**src/rtl/spi_shift_engine_if.sv**
```systemverilog
// rtl/spi_shift_engine_if.sv - SPI shift engine control, status and pad signal bundle
// SPI_SHIFT_LSB_FIRST_EN adds the lsb_first control.
interface spi_shift_engine_if #(parameter int DATA_W = 8);
    logic              start;
    logic [DATA_W-1:0] tx_data;
    logic              ckp;
    logic              cke;
`ifdef SPI_SHIFT_LSB_FIRST_EN
    logic              lsb_first;
`endif
    logic              miso;
    logic              sclk;
    logic              mosi;
    logic              busy;
    logic              done;
    logic [DATA_W-1:0] rx_data;

`ifdef SPI_SHIFT_LSB_FIRST_EN
    modport master (output start, tx_data, ckp, cke, lsb_first, miso,
                    input  sclk, mosi, busy, done, rx_data);
    modport slave  (input  start, tx_data, ckp, cke, lsb_first, miso,
                    output sclk, mosi, busy, done, rx_data);
`else
    modport master (output start, tx_data, ckp, cke, miso,
                    input  sclk, mosi, busy, done, rx_data);
    modport slave  (input  start, tx_data, ckp, cke, miso,
                    output sclk, mosi, busy, done, rx_data);
`endif
endinterface

```
**src/rtl/spi_shift_engine.sv**
```systemverilog
// rtl/spi_shift_engine.sv - SPI master shift engine, all four ckp/cke modes, single clock domain
// SPI_SHIFT_LSB_FIRST_EN enables the lsb_first bit-order select.
module spi_shift_engine #(
    parameter int DATA_W = 8,
    parameter int DIV    = 4
) (
    input logic               RW_clock,
    input logic               rst,
    spi_shift_engine_if.slave bus
);
    localparam int CNT_W  = (DIV > 1) ? $clog2(DIV) : 1;
    localparam int EDGE_W = $clog2(2 * DATA_W + 1);

    localparam logic [1:0] ST_IDLE  = 2'd0;
    localparam logic [1:0] ST_SHIFT = 2'd1;
    localparam logic [1:0] ST_HOLD  = 2'd2;

    logic [1:0]        state_q, state_d;
    logic [CNT_W-1:0]  cnt_q, cnt_d;
    logic [EDGE_W-1:0] edge_q, edge_d;
    logic [DATA_W-1:0] tx_sr_q, tx_sr_d;
    logic [DATA_W-1:0] rx_sr_q, rx_sr_d;
    logic [DATA_W-1:0] rx_data_q, rx_data_d;
    logic              sclk_q, sclk_d;
    logic              mosi_q, mosi_d;
    logic              done_q, done_d;
    logic              ckp_q, ckp_d;
    logic              cke_q, cke_d;
    logic              lsb_q, lsb_d;
    logic              lsb_in;

`ifdef SPI_SHIFT_LSB_FIRST_EN
    assign lsb_in = bus.lsb_first;
`else
    assign lsb_in = 1'b0;
`endif

    logic half_end;
    logic last_edge;
    logic leading;
    logic sample_now;
    logic drive_now;

    assign half_end   = (cnt_q == CNT_W'(DIV - 1));
    assign last_edge  = (edge_q == EDGE_W'(2 * DATA_W - 1));
    // edge_q counts completed toggles, so an even count means the next toggle is leading
    assign leading    = ~edge_q[0];
    assign sample_now = cke_q ? ~leading : leading;
    assign drive_now  = cke_q ? leading : (~leading & ~last_edge);

    always_comb begin
        state_d   = state_q;
        cnt_d     = cnt_q;
        edge_d    = edge_q;
        tx_sr_d   = tx_sr_q;
        rx_sr_d   = rx_sr_q;
        rx_data_d = rx_data_q;
        sclk_d    = sclk_q;
        mosi_d    = mosi_q;
        done_d    = 1'b0;
        ckp_d     = ckp_q;
        cke_d     = cke_q;
        lsb_d     = lsb_q;
        case (state_q)
            ST_IDLE: begin
                if (bus.start && !done_q) begin
                    state_d = ST_SHIFT;
                    cnt_d   = '0;
                    edge_d  = '0;
                    rx_sr_d = '0;
                    sclk_d  = bus.ckp;
                    ckp_d   = bus.ckp;
                    cke_d   = bus.cke;
                    lsb_d   = lsb_in;
                    if (!bus.cke) begin
                        mosi_d  = lsb_in ? bus.tx_data[0] : bus.tx_data[DATA_W-1];
                        tx_sr_d = lsb_in ? (bus.tx_data >> 1) : (bus.tx_data << 1);
                    end else begin
                        tx_sr_d = bus.tx_data;
                    end
                end
            end
            ST_SHIFT: begin
                if (half_end) begin
                    cnt_d  = '0;
                    sclk_d = ~sclk_q;
                    edge_d = edge_q + EDGE_W'(1);
                    if (sample_now) begin
                        rx_sr_d = lsb_q ? {bus.miso, rx_sr_q[DATA_W-1:1]}
                                        : {rx_sr_q[DATA_W-2:0], bus.miso};
                    end
                    if (drive_now) begin
                        mosi_d  = lsb_q ? tx_sr_q[0] : tx_sr_q[DATA_W-1];
                        tx_sr_d = lsb_q ? (tx_sr_q >> 1) : (tx_sr_q << 1);
                    end
                    if (last_edge) begin
                        state_d = ST_HOLD;
                    end
                end else begin
                    cnt_d = cnt_q + CNT_W'(1);
                end
            end
            ST_HOLD: begin
                if (half_end) begin
                    cnt_d     = '0;
                    rx_data_d = rx_sr_q;
                    done_d    = 1'b1;
                    state_d   = ST_IDLE;
                end else begin
                    cnt_d = cnt_q + CNT_W'(1);
                end
            end
            default: begin
                state_d = ST_IDLE;
            end
        endcase
    end

    always_ff @(posedge RW_clock) begin
        if (rst) begin
            state_q   <= ST_IDLE;
            cnt_q     <= '0;
            edge_q    <= '0;
            tx_sr_q   <= '0;
            rx_sr_q   <= '0;
            rx_data_q <= '0;
            sclk_q    <= 1'b0;
            mosi_q    <= 1'b0;
            done_q    <= 1'b0;
            ckp_q     <= 1'b0;
            cke_q     <= 1'b0;
            lsb_q     <= 1'b0;
        end else begin
            state_q   <= state_d;
            cnt_q     <= cnt_d;
            edge_q    <= edge_d;
            tx_sr_q   <= tx_sr_d;
            rx_sr_q   <= rx_sr_d;
            rx_data_q <= rx_data_d;
            sclk_q    <= sclk_d;
            mosi_q    <= mosi_d;
            done_q    <= done_d;
            ckp_q     <= ckp_d;
            cke_q     <= cke_d;
            lsb_q     <= lsb_d;
        end
    end

    // Idle sclk follows the live polarity input so a mode change is visible before start
    assign bus.sclk    = (state_q == ST_IDLE) ? bus.ckp : sclk_q;
    assign bus.mosi    = mosi_q;
    assign bus.busy    = (state_q != ST_IDLE);
    assign bus.done    = done_q;
    assign bus.rx_data = rx_data_q;
endmodule

```
**src/flat_wrapper.sv**
```systemverilog
// flat-port wrapper written by rule: the top's interface ports become plain ports
module spi_shift_engine_flat 
#(
    parameter int DATA_W = 8,
    parameter int DIV    = 4
)
  (RW_clock, rst, bus_start, bus_tx_data, bus_ckp, bus_cke, bus_miso, bus_sclk, bus_mosi, bus_busy, bus_done, bus_rx_data);
  spi_shift_engine_if #(.DATA_W(DATA_W)) bus_i ();
  input logic RW_clock;
  input logic rst;
  input wire logic [$bits(bus_i.start)-1:0] bus_start;
  input wire logic [$bits(bus_i.tx_data)-1:0] bus_tx_data;
  input wire logic [$bits(bus_i.ckp)-1:0] bus_ckp;
  input wire logic [$bits(bus_i.cke)-1:0] bus_cke;
  input wire logic [$bits(bus_i.miso)-1:0] bus_miso;
  output wire logic [$bits(bus_i.sclk)-1:0] bus_sclk;
  output wire logic [$bits(bus_i.mosi)-1:0] bus_mosi;
  output wire logic [$bits(bus_i.busy)-1:0] bus_busy;
  output wire logic [$bits(bus_i.done)-1:0] bus_done;
  output wire logic [$bits(bus_i.rx_data)-1:0] bus_rx_data;
  assign bus_i.start = bus_start;
  assign bus_i.tx_data = bus_tx_data;
  assign bus_i.ckp = bus_ckp;
  assign bus_i.cke = bus_cke;
  assign bus_i.miso = bus_miso;
  assign bus_sclk = bus_i.sclk;
  assign bus_mosi = bus_i.mosi;
  assign bus_busy = bus_i.busy;
  assign bus_done = bus_i.done;
  assign bus_rx_data = bus_i.rx_data;
  spi_shift_engine #(.DATA_W(DATA_W), .DIV(DIV)) u_core (.RW_clock(RW_clock), .rst(rst), .bus(bus_i));
endmodule
```
**config.mk**
```make
export PLATFORM = sky130hd
export DESIGN_NAME = spi_shift_engine_flat
export DESIGN_NICKNAME = d
export VERILOG_FILES = /design/src/rtl/spi_shift_engine_if.sv /design/src/rtl/spi_shift_engine.sv /design/src/flat_wrapper.sv
export SDC_FILE = /design/constraint.sdc
export NUM_CORES = 1
export LEC_CHECK = 0
export BUFFER_PORTS_ARGS = -buffer_cell sky130_fd_sc_hd__clkbuf_2
export CAP_MARGIN = 20
export CORE_MARGIN = 2
export CORE_UTILIZATION = 60
export CTS_CLUSTER_DIAMETER = 120
export DETAILED_ROUTE_END_ITERATION = 12
export PLACE_DENSITY = 0.82
export SETUP_SLACK_MARGIN = 0.3
export SLEW_MARGIN = 20
export SYNTH_ARGS = -nofsm -noshare
export SYNTH_HDL_FRONTEND = slang
export SYNTH_SLANG_ARGS = --single-unit
```
**constraint.sdc**
```tcl
create_clock -name RW_clock -period 4.4 [get_ports RW_clock]
set_clock_uncertainty 0.2 [all_clocks]
set_input_delay 0.44 -clock RW_clock [delete_from_list [all_inputs] [get_ports RW_clock]]
set_output_delay 0.44 -clock RW_clock [all_outputs]
set_load 0.005 [all_outputs]
```
==> results of run 1 <==
==> report_power, final <==
group          switching, mW  total (mW)  internal (mW)
Combinational          0.190       0.309          0.119
Sequential            0.0204       0.389          0.368
Clock                  0.118       0.253          0.135
==> metrics by stage <==
step / hold slack (ns) / cells
floorplan: 0.2440 / 211
global placement: 0.2453 / 253
detailed placement: 0.2462 / 253
CTS: 0.1344 / 261
global route: 0.1658 / 261
finish: 0.1520 / 261
==> flip-flops by register name, summed over array words and instances, names as in the netlist <==
register,flops
u_core.bus.rx_data,8
u_core.rx_sr_q,8
u_core.tx_sr_q,8
u_core.edge_q,5
u_core.cnt_q,2
u_core.state_q,2
u_core.bus.done,1
u_core.bus.mosi,1
u_core.cke_q,1
u_core.sclk_q,1
==> routing by layer <==
metal,global-route usage (%),vias up
met2,41.59,42
met1,29.60,741
met4,11.69,0
li1,-,793
met5,0,-
met3,6.550,10
==> worst reg2reg max path, stage by stage (launching register included) <==
cell and delay (ns):
dfxtp_1 0.34, inv_1 0.08, ha_1 0.66, clkinv_1 0.62
or3_1 0.50, a31oi_1 0.15
==> area by class of cell <==
cell class,instances,share of cell area (%)
multi-input cells,152,48.91
flip-flops and latches,37,36.98
repair buffers,25,6.246
clock buffers,6,2.561
well taps,31,1.936
clock inverters,2,1.874
inverters,8,1.499
==> path summary, 6_finish.rpt <==
kind | startpoint | slack [ns] | end
worst max-delay path | u_core.state_q[1] | 1.78 | u_core.sclk_q
worst min-delay path | bus_miso | 0.15 | u_core.rx_sr_q[0]
worst max register to register | u_core.state_q[1] | 1.78 | u_core.sclk_q
worst min register to register | u_core.bus.rx_data[5] | 0.26 | u_core.bus.rx_data[5]
==> cells in the final DEF, fill, tap and decap left out, types with 5 or more instances in the layout <==
master / netlist / layout
a21oi_1: 30 / 30
nor2_1: 9 / 9
ha_1: 6 / 6
inv_1: 7 / 7
o21ai_0: 11 / 11
nand3_1: 18 / 18
clkbuf_4: 0 / 5
mux2i_1: 11 / 11
o2111ai_1: 7 / 7
dfxtp_1: 37 / 37
clkbuf_2: 0 / 25
nand2b_1: 11 / 11
nand2_1: 20 / 20
==> kinds of logic after synthesis <==
family	Yosys count	share of synthesized area, %
fa+ha+maj	6	4.129
compound gates	65	23.47
xor+xnor	1	0.4818
flops	37	40.74
buf+inv	22	5.368
simple gates	67	17.90
mux	13	7.915
==> results.py, run 1 <==
metrics = {
    "outcome": {
        "outcome": "complete, no violations",
    },
    "critical_path": {
        "cpLargestDelayFamily": "buffers and inverters",
        "cpPeakStageDelay_ns": 0.66,
        "crit_arrival_ns": 2.70,
        "cp-end-kind": "flip-flop",
        "worstPathRequired_ns": 4.48,
        "path_buf_inv": 2,
        "crit_path_start_kind": "flip-flop",
        "reg2regPathDepth": 5,
        "cp_max_fo": 18,
        "crit_cells": 5,
        "crit_slowest_cell": "ha_1",
        "path_cells": "inv_1 -> ha_1 -> clkinv_1 -> or3_1 -> a31oi_1",
        "critical_path_class": "flip-flop to flip-flop",
    },
    "layout": {
        "fillCellCount": 238,
        "seq_area_um2": 740.7,
        "fin_area_um2": 2003,
        "post-route-util_pct": 70.81,
        "drive_above_1_share_pct": 17.39,
        "areaGrowthSynthToFinish_pct": 10.19,
        "multiInputGateArea_um2": 979.7,
        "nets": 249,
        "n_antenna_cell": 0,
    },
    "floorplan": {
        "start_util_pct": 64.26,
        "core_area_um2": 2829,
        "die_area_um2": 3486,
        "ios": 26,
        "fp.dieW_um": 59.05,
        "dieHeight_um": 59.05,
        "rows": 19,
    },
    "place": {
        "pre_cts_ws_ns": 1.809,
        "place_congestion": 0.7507,
        "place_area_um2": 1914,
        "hpwl_mm": 2.641,
        "portBuffers": 25,
    },
    "logic_synthesis": {
        "syn_area_per_cell_um2": 8.616,
        "ys_async_sr_fraction_pct": 0,
        "synth_area_um2": 1818,
        "synth_area_leader_cell": "dfxtp_1",
        "synth_nets": 231,
        "ys.warnings.count": 0,
        "synth_ff_type": "dfxtp_1",
        "yosysTopAreaCellShare_pct": 40.74,
        "synth-seq-cells": 37,
        "synth_edf_count": 0,
        "synthCells": 211,
        "seq_area_frac_synth_pct": 40.74,
        "yosysMostFrequentCell": "dfxtp_1",
        "synthTopCellsByArea": "dfxtp_1 41%, a21oi_1 8.3%, mux2i_1 6.1%, nand3_1 5.0%, ha_1 4.1%",
        "synth_top_cells_by_count": "37 x dfxtp_1, 30 x a21oi_1, 20 x nand2_1",
        "yosysUniqueCellTypes": 40,
    },
    "route": {
        "drt_wl_total_mm": 3.762,
        "antenna_left": 0,
        "top_layer_used": "met4",
        "wl_met1_mm": 1.626,
        "met2_length_mm": 1.873,
        "via_count": 1586,
        "drt-initial-drc-count": 80,
        "drc": 0,
        "wl_met3_um": 179,
        "routedWlPerCell_um": 14.41,
        "vias_per_cell": 6.077,
        "dr.pass1.iters": 4,
    },
    "worst_hold_path": {
        "hp-class": "input port to flip-flop",
        "hold-path-cell-count": 3,
    },
    "timing": {
        "max_freq_mhz": 381.1,
        "tns_ns": 0,
        "max_slew_margin_pct": 47.83,
        "period_share_pct": 59.64,
        "period_needed_ns": 2.624,
        "setup_viol": 0,
        "worst_pin_slew_ns": 0.7825,
        "setup_ws_ns": 1.776,
        "rsz0062_at_grt": "false",
        "hold_viol": 0,
        "drv_slew": 0,
    },
    "power": {
        "p_per_area_nw_per_um2": 474.4,
        "vdd_ir_drop_max_mv": 0.2406,
        "p_leak_nw": 0.7833,
        "power.total_mw": 0.9503,
    },
    "grt": {
        "grt-ovfl-total": 0,
        "antenna_found_initial": 0,
        "grt_usage_pct": 24.84,
        "grt_pass1_vias": 1487,
        "grt_max_degree": 37,
        "grt_pass1_wl_mm": 6.603,
    },
    "cts": {
        "cts_resized": 0,
        "cts_root_buffer": "clkbuf_4",
        "cts_max_level": 2,
        "clock_sinks": 37,
        "cts_max_path_buffers": 2,
        "post_cts_buffers": 0,
        "cts-buffers-inserted": 5,
        "hold_buffers": 0,
        "path_clk_slew_ns": 0.12,
        "clock_latency_ns": 0.35,
        "cts_tree": "built",
    },
    "run": {
        "drv_cap": 0,
    },
}
(Power assumes the default switching activity.)
==> run 2, diff against run 1 <==
- CORE_UTILIZATION: 60 -> 56
- PLACE_DENSITY: 0.82 -> 0.77
- clock period: 4.4 -> 2.54 ns (I/O delays scaled with it)
==> run 2 against run 1 <==
Net effect: worst hold slack got worse by 0.086 ns; critical path type is now flip-flop to output pin; via count increased by 2.6%; register-to-register slack got worse by 1.4 ns; clock power increased by 100%; utilization decreased by 1.8 points; total power increased by 88%; critical endpoint is now bus_sclk; global-route usage decreased by 1.0 points; largest cell class unchanged; first-iteration DRC count increased by 28%; worst setup slack got worse by 1.4 ns; combinational power increased by 94%; sequential share of layout area decreased by 2.1 points; sequential cell count unchanged.
==> results.py, run 2 (same netlist as run 1, synthesis figures left out) <==
metrics = {
    "layout": {
        "n_antenna_cell": 0,
        "drive_above_1_share_pct": 20.08,
        "final_cell_mix": "36 x dfxtp_1, 30 x a21oi_1, 25 x clkbuf_2",
        "areaGrowthSynthToFinish_pct": 16.86,
        "fin_area_um2": 2125,
        "nets": 258,
        "final_common_cell": "dfxtp_1",
    },
    "cts": {
        "path_clk_slew_ns": 0.11,
        "cts-buffers-inserted": 5,
        "cts_max_level": 2,
        "clock_latency_ns": 0.35,
        "clock_sinks": 37,
        "cts_max_path_buffers": 2,
        "cts_tree": "built",
        "cts_root_buffer": "clkbuf_4",
    },
    "power": {
        "switchingPower_mw": 0.5772,
        "p_per_area_nw_per_um2": 839.0,
        "p_leak_nw": 0.8390,
        "power_frac_comb_pct": 33.7,
        "vdd_ir_drop_max_mv": 0.6170,
        "p_clk_share_pct": 28.5,
        "power.internal_mw": 1.205,
        "power_frac_seq_pct": 37.8,
        "netSwitchingFraction_pct": 32.38,
    },
    "floorplan": {
        "start_util_pct": 59.07,
        "die_area_um2": 3718,
        "ios": 26,
        "core_area_um2": 3078,
        "dieHeight_um": 60.98,
        "rows": 20,
        "fp.dieW_um": 60.98,
    },
    "critical_path": {
        "crit_path_start_kind": "flip-flop",
        "crit_slowest_cell": "ha_1",
        "path_cells": "inv_1 -> ha_1 -> mux2_2 -> clkbuf_2",
        "worstPathRequired_ns": 2.09,
        "critical_path_class": "flip-flop to output pin",
        "cp_max_fo": 7,
        "cpPeakStageDelay_ns": 0.43,
        "reg2regPathDepth": 6,
        "crit_arrival_ns": 1.72,
        "cp-end-kind": "output pin",
    },
    "worst_hold_path": {
        "hold-path-cell-count": 3,
        "hp-class": "input port to flip-flop",
    },
    "route": {
        "drc": 0,
        "dr.pass1.iters": 4,
        "drt-initial-drc-count": 102,
        "routedWlPerCell_um": 13.83,
        "drt_wl_total_mm": 3.913,
        "vias_per_cell": 5.753,
        "antenna_left": 0,
        "via_count": 1628,
    },
    "outcome": {
        "outcome": "complete, no violations",
    },
    "place": {
        "portBuffers": 25,
        "place_congestion": 0.7820,
        "place_area_um2": 1961,
        "pre_cts_ws_ns": 0.2273,
        "hpwl_mm": 2.644,
    },
    "grt": {
        "grt_pass1_wl_mm": 6.658,
        "grt_max_degree": 37,
        "grt_usage_pct": 23.79,
        "antenna_found_initial": 0,
        "grt_pass1_vias": 1565,
        "grt-ovfl-total": 0,
    },
    "timing": {
        "max_slew_margin_pct": 51.04,
        "setup_viol": 0,
        "tns_ns": 0,
        "period_needed_ns": 2.169,
        "rsz0062_at_grt": "true",
        "max_freq_mhz": 461.0,
        "worst_pin_slew_ns": 0.7344,
        "drv_slew": 0,
        "setup_ws_ns": 0.3706,
        "hold_viol": 0,
        "period_share_pct": 85.41,
    },
    "run": {
        "drv_cap": 0,
    },
}
run 2: what timing repair did:
item | in CTS | in global routing
gates resized for setup | 0 | 2
hold buffers | 3 | 0
pin swaps | 1 | 0
hold endpoints to repair | 3 | 0
buffers inserted | 1 | 1
endpoints found under the setup margin | 8 | 9
run 2: per-stage QoR:
stage	power, mW	cells	utilization, %	hold WS, ns
after global routing	1.886	283	69.02	0.07094
after floorplan	1.123	211	-	0.2216
after CTS	1.760	282	68.25	0.04837
after global placement	1.208	270	63.70	0.2412
final	1.783	283	69.02	0.06559
after detailed placement	1.239	270	63.70	0.2493
run 2: critical path, delay by kind of cell (launching register included):
| family | cells | cell delay, ns |
|---|---|---|
| buffers and inverters | 2 | 0.20 |
| adder cells (fa/ha/maj) | 1 | 0.43 |
| flip-flops | 1 | 0.36 |
| multiplexers | 1 | 0.39 |
run 2: power by group through the flow:
stage / Clock (mW) / Combinational, mW / Sequential [mW]
after CTS: 0.521 / 0.567 / 0.673
after global routing: 0.541 / 0.666 / 0.679
final: 0.508 / 0.600 / 0.674
after floorplan: 0 / 0.448 / 0.675
after detailed placement: 0 / 0.554 / 0.686
after global placement: 0 / 0.527 / 0.681
run 2: area by class of cell:
class / instances / area, um2
Clock buffer: 5 / 37.54
Clock inverter: 3 / 65.06
Fill cell: 273 / 953.4
Inverter: 8 / 30.03
Multi-Input combinational cell: 152 / 982.2
Sequential cell: 37 / 742.0
Tap cell: 44 / 55.05
Timing Repair Buffer: 34 / 212.7
run 2: path summary, 6_finish.rpt:
path,startpoint,to,slack [ns]
max,u_core.state_q[0],bus_sclk,0.37
min,bus_tx_data[7],u_core.bus.mosi,0.07
max reg2reg,u_core.state_q[0],u_core.bus.mosi,0.42
min reg2reg,u_core.bus.rx_data[6],u_core.bus.rx_data[6],0.26
run 2: layer usage:
metal	up-vias	track usage [%]	part of all wire (%)
li1	809	-	-
met1	767	27.94	42
met2	47	42.24	52
met3	5	5.757	5.1
met4	0	8.075	0.92
met5	-	0	0
